**src/rtl/row_ptr_walker.sv**
```systemverilog
// Row-pointer walker: captures a packed row-pointer vector and emits one CSR-style
// (start address, count) beat per entry over valid/ready. Option: RPW_SKIP_ZERO_EN.
module row_ptr_walker #(
    parameter int unsigned PTR_W   = 3,
    parameter int unsigned MAX_ENT = 72,
    parameter int unsigned ADDR_W  = 10
) (
    input  logic                     clk,
    input  logic                     rst_n,
    input  logic                     start,
    input  logic [PTR_W*MAX_ENT-1:0] ptr_vec,
    input  logic [6:0]               num_ent,
    input  logic [ADDR_W-1:0]        base_addr,
    output logic                     out_valid,
    input  logic                     out_ready,
    output logic [ADDR_W-1:0]        out_start,
    output logic [PTR_W-1:0]         out_count,
    output logic [6:0]               out_index,
    output logic                     busy,
    output logic                     done,
    output logic                     ovf
);

    localparam int unsigned VEC_W = PTR_W * MAX_ENT;
    localparam int unsigned IDX_W = 7;
    localparam int unsigned SUM_W = ADDR_W + 1;

    typedef enum logic [1:0] {
        IDLE = 2'd0,
        RUN  = 2'd1,
        DONE = 2'd2
    } state_t;

    state_t             state_q, state_d;
    logic [VEC_W-1:0]   vec_q, vec_d;
    logic [IDX_W-1:0]   idx_q, idx_d;
    logic [IDX_W-1:0]   num_q, num_d;
    logic [ADDR_W-1:0]  acc_q, acc_d;
    logic               ovf_q, ovf_d;
    logic               valid_q, valid_d;
    logic               busy_q, busy_d;
    logic               done_q, done_d;

    logic [IDX_W-1:0]   num_clamp;
    logic [SUM_W-1:0]   sum;
    logic               advance;
    logic               first_nz;
    logic               next_nz;

    // The captured vector shifts down one entry per step, so the current entry is always the low slice.
    always_comb begin
        num_clamp = (num_ent > IDX_W'(MAX_ENT)) ? IDX_W'(MAX_ENT) : num_ent;
        sum       = {1'b0, acc_q} + SUM_W'(vec_q[PTR_W-1:0]);
`ifdef RPW_SKIP_ZERO_EN
        first_nz  = |ptr_vec[PTR_W-1:0];
        next_nz   = |vec_q[2*PTR_W-1:PTR_W];
        advance   = out_ready || !valid_q;
`else
        first_nz  = 1'b1;
        next_nz   = 1'b1;
        advance   = out_ready;
`endif
    end

    always_comb begin
        state_d = state_q;
        vec_d   = vec_q;
        idx_d   = idx_q;
        num_d   = num_q;
        acc_d   = acc_q;
        ovf_d   = ovf_q;
        valid_d = valid_q;
        busy_d  = busy_q;
        done_d  = 1'b0;

        case (state_q)
            IDLE: begin
                if (start) begin
                    ovf_d = 1'b0;
                    if (num_ent == '0) begin
                        state_d = DONE;
                        done_d  = 1'b1;
                    end else begin
                        state_d = RUN;
                        vec_d   = ptr_vec;
                        num_d   = num_clamp;
                        idx_d   = '0;
                        acc_d   = base_addr;
                        busy_d  = 1'b1;
                        valid_d = first_nz;
                    end
                end
            end
            RUN: begin
                if (advance) begin
                    acc_d = sum[ADDR_W-1:0];
                    ovf_d = ovf_q | sum[ADDR_W];
                    idx_d = idx_q + IDX_W'(1);
                    vec_d = vec_q >> PTR_W;
                    if (idx_q == num_q - IDX_W'(1)) begin
                        state_d = DONE;
                        busy_d  = 1'b0;
                        done_d  = 1'b1;
                        valid_d = 1'b0;
                    end else begin
                        valid_d = next_nz;
                    end
                end
            end
            DONE: begin
                state_d = IDLE;
            end
            default: begin
                state_d = IDLE;
                valid_d = 1'b0;
                busy_d  = 1'b0;
            end
        endcase
    end

    always_ff @(posedge clk or negedge rst_n) begin
        if (!rst_n) begin
            state_q <= IDLE;
            vec_q   <= '0;
            idx_q   <= '0;
            num_q   <= '0;
            acc_q   <= '0;
            ovf_q   <= 1'b0;
            valid_q <= 1'b0;
            busy_q  <= 1'b0;
            done_q  <= 1'b0;
        end else begin
            state_q <= state_d;
            vec_q   <= vec_d;
            idx_q   <= idx_d;
            num_q   <= num_d;
            acc_q   <= acc_d;
            ovf_q   <= ovf_d;
            valid_q <= valid_d;
            busy_q  <= busy_d;
            done_q  <= done_d;
        end
    end

    assign out_valid = valid_q;
    assign out_start = acc_q;
    assign out_count = vec_q[PTR_W-1:0];
    assign out_index = idx_q;
    assign busy      = busy_q;
    assign done      = done_q;
    assign ovf       = ovf_q;

endmodule

```
**config.mk**
```make
export PLATFORM = sky130hd
export DESIGN_NAME = row_ptr_walker
export DESIGN_NICKNAME = d
export VERILOG_FILES = /design/src/rtl/row_ptr_walker.sv
export SDC_FILE = /design/constraint.sdc
export NUM_CORES = 1
export LEC_CHECK = 0
export ABC_AREA = 1
export BUFFER_PORTS_ARGS = -buffer_cell sky130_fd_sc_hd__buf_2
export CORE_MARGIN = 3
export CORE_UTILIZATION = 30
export DETAILED_ROUTE_END_ITERATION = 10
export SYNTH_ARGS = -nofsm -noshare
export SYNTH_HDL_FRONTEND = slang
export SYNTH_SLANG_ARGS = --single-unit
```
**constraint.sdc**
```tcl
create_clock -name clk -period 3.9 [get_ports clk]
set_input_delay 0.39 -clock clk [delete_from_list [all_inputs] [get_ports clk]]
set_output_delay 0.39 -clock clk [all_outputs]
set_load 0.005 [all_outputs]
```
==> metrics.cfg <==
[yosys]
synth_seq_cells=246
syn_inst=1449
netlist_area_sq_um=12200
yosysSeqAreaShare=0.507
synthAdderAreaFrac=0.00680
synth.mux.area_fraction=0.000824
synthXorXnorAreaFrac=0.00432
yosys.area_share.simple=0.118
synth-compound-area-share=0.240
synth_top_family_by_area=compound AO/OA/AOI/OAI gates
yosys_warnings=0
syn-num-nets=1692
avgSynthCellArea_sq_um=8.39
ys_types=34

[floorplan]
initial_core_util=0.304
die_w_microns=207
die_y_microns=207
dieArea_sq_um=43000
coreArea_sq_um=39900
io_pins=261
num_rows=73

[critical_path]
worst_ep_required_time_ns=4.37
cp.arrival_ns=3.16
cp-start-kind=register
setup.worst_path.class=reg2reg
crit_fanout=68
end_kind=register
regToRegSetupSlack_ns=1.21

[place]
gp_congestion=0.853
post-dp-hpwl_microns=21600
io_buffers=260

[cts]
insertion_delay_ns=0.55
cts.path.max_buffers=3
cts_tree=yes
cts.sinks=246
clkTransAtPathRegs_ns=0.06
cts_root_buffer=clkbuf_16
post_cts.repair.setup_buffers=0
htree_levels=1
cts_buffers=29

[detailed_routing]
routed_wl_microns=31800
drc_errors=0
drtIter0Drc=666
wl_per_cell_microns=14.4
num_vias=10452
vias_per_cell=4.73
ant_nets=0
first_pass_iters=5

[power_and_ir_drop]
power_density_nw_per_um2=719
ir_worst_vdd_uv=334
fin_total_pwr_mw=10.7
p_leak_nw=7.85

[sta]
finClkSkew_ns=0.00620
worst_slew_pin_slew_ns=0.840
finalCritPeriodShare=0.689
setup_viol_count_final=0
rsz0062_at_grt=no
fmaxAchievable_ghz=0.372
drv_slew=0
hold_viol_final=0
period_minus_slack_ns=2.69
setup_tns_ns=0
slew-limit-headroom=0.440

[grt]
grt_util_met2=0.227
grt-ovfl-total=0
grtUsageTotal=0.143
grt_start_max_net_pins=118
use_met3=0.0379
grt_pass1_vias=10163
grt.busiest_layer=met2
use_met1=0.194
grt_pass1_wl_microns=52000
antenna_found_initial=9

[min_path]
hold_class=in2reg

[cells_and_area]
nFillCells=4148
drive_above_1_share=0.203
nets=1904
area_growth_pct=22.5
final_core_util=0.373

[flow_run]
maxCapViolCount=0

[status]
status=finished clean

metrics by stage:
step	cells	worst slack, ns	hold WS (ns)	instance area, sq um
floorplan	1449	1.99	0.0944	12200
global placement	2154	1.35	0.458	13900
detailed placement	2154	1.25	0.476	13900
CTS	2207	1.22	0.0311	14900
global route	2210	0.961	0.0467	14900
finish	2212	1.21	0.0756	14900
sequential cells by signal, summed over array words and instances, names as in the netlist:
signal / cells
done: 1
num_q: 7
vec_q: 216
out_valid: 1
busy: 1
state_q: 2
out_index: 7
ovf: 1
out_start: 10
kinds of logic after synthesis:
family	after synthesis
AND/OR/NAND/NOR	361
XOR/XNOR	6
multiplexers	1
buffers and inverters	358
AO/OA/AOI/OAI	471
flip-flops	246
adder cells (fa/ha/maj)	6
layout by cell type, fill, tap and decap left out, types with 4 or more instances in the layout:
cell type	Yosys	routed
dfrtp_1	246	246
xor2_1	4	4
clkbuf_16	0	29
nor2_1	28	28
inv_1	250	250
diode_2	0	5
buf_2	33	259
nand4_1	5	5
bufinv_16	0	4
buf_4	4	14
a21oi_1	4	4
o211ai_1	213	213
clkbuf_1	45	6
clkinv_2	0	8
nand3_1	23	23
o21ai_1	100	100
buf_12	1	10
o22ai_1	6	6
nand2_1	296	296
ha_1	5	5
o21ai_0	141	141
area by class of cell:
| type | count | area [sq um] | share of cell area |
|---|---|---|---|
| antenna | 5 | 12.5 | 0.000841 |
| clock buffer | 37 | 776 | 0.0521 |
| clock inverter | 15 | 184 | 0.0124 |
| inverter | 254 | 961 | 0.0646 |
| multi-input combinational | 845 | 4510 | 0.303 |
| sequential | 246 | 6160 | 0.414 |
| tap | 525 | 657 | 0.0441 |
| timing repair buffer | 285 | 1630 | 0.109 |
metal layers:
| metal | wire (microns) | vias up | part of all wire |
|---|---|---|---|
| met4 | 962 | 8 | 0.030 |
| met5 | 46 | - | 0.0014 |
| met2 | 14100 | 224 | 0.45 |
| met3 | 2070 | 69 | 0.065 |
| li1 | - | 5227 | - |
| met1 | 14500 | 4924 | 0.46 |
cell usage after synthesis (all sizes together):
cell type,n,share of area
o21a,1,0.00062
dfrtp,246,0.51
xnor2,2,0.0014
a21oi,5,0.0024
buf,59,0.030
a31oi,2,0.0010
fa,1,0.0016
o211ai,213,0.13
nand3,23,0.0095
nor3,4,0.0021
nand2,296,0.091
or2,2,0.0010
inv,254,0.078
o22ai,7,0.0041
xor2,4,0.0029
ha,5,0.0051
clkbuf,45,0.014
nand4,6,0.0036
mux2i,1,0.00082
o21ai,241,0.099
o31ai,2,0.0012
nor2,30,0.011
repair_timing:
item / CTS / global route
resized for setup: 0 / 0
endpoints found under the hold margin: 92 / 0
hold buffers: 1 / 0
worst max-delay path, cell delays in order (launching register included):
cell and delay, ns:
dfrtp_1 0.42, nand2_1 0.35, nor2_2 0.28, inv_2 0.10, a21oi_4 0.45, buf_4 0.62, o211ai_1 0.21, o21ai_1 0.13
power by group:
group          switching, mW  internal, mW
clock                   1.10          1.66
sequential             0.398          3.61
combinational           2.40          1.53
final timing paths:
check                                              end  cells after the start                   start
worst max-delay path             vec_q[72]$_DFFE_PN0P_                      7  state_q[0]$_DFFE_PN0P_
worst min-delay path              num_q[5]$_DFFE_PN0P_                      3              num_ent[5]
worst max register to register   vec_q[72]$_DFFE_PN0P_                      7  state_q[0]$_DFFE_PN0P_
worst min register to register        busy$_DFFE_PN0P_                      2        busy$_DFFE_PN0P_
max in group asynchronous        vec_q[94]$_DFFE_PN0P_                      4                   rst_n
min in group asynchronous       vec_q[114]$_DFFE_PN0P_                      2                   rst_n
Power figures use the tool's default switching activity.
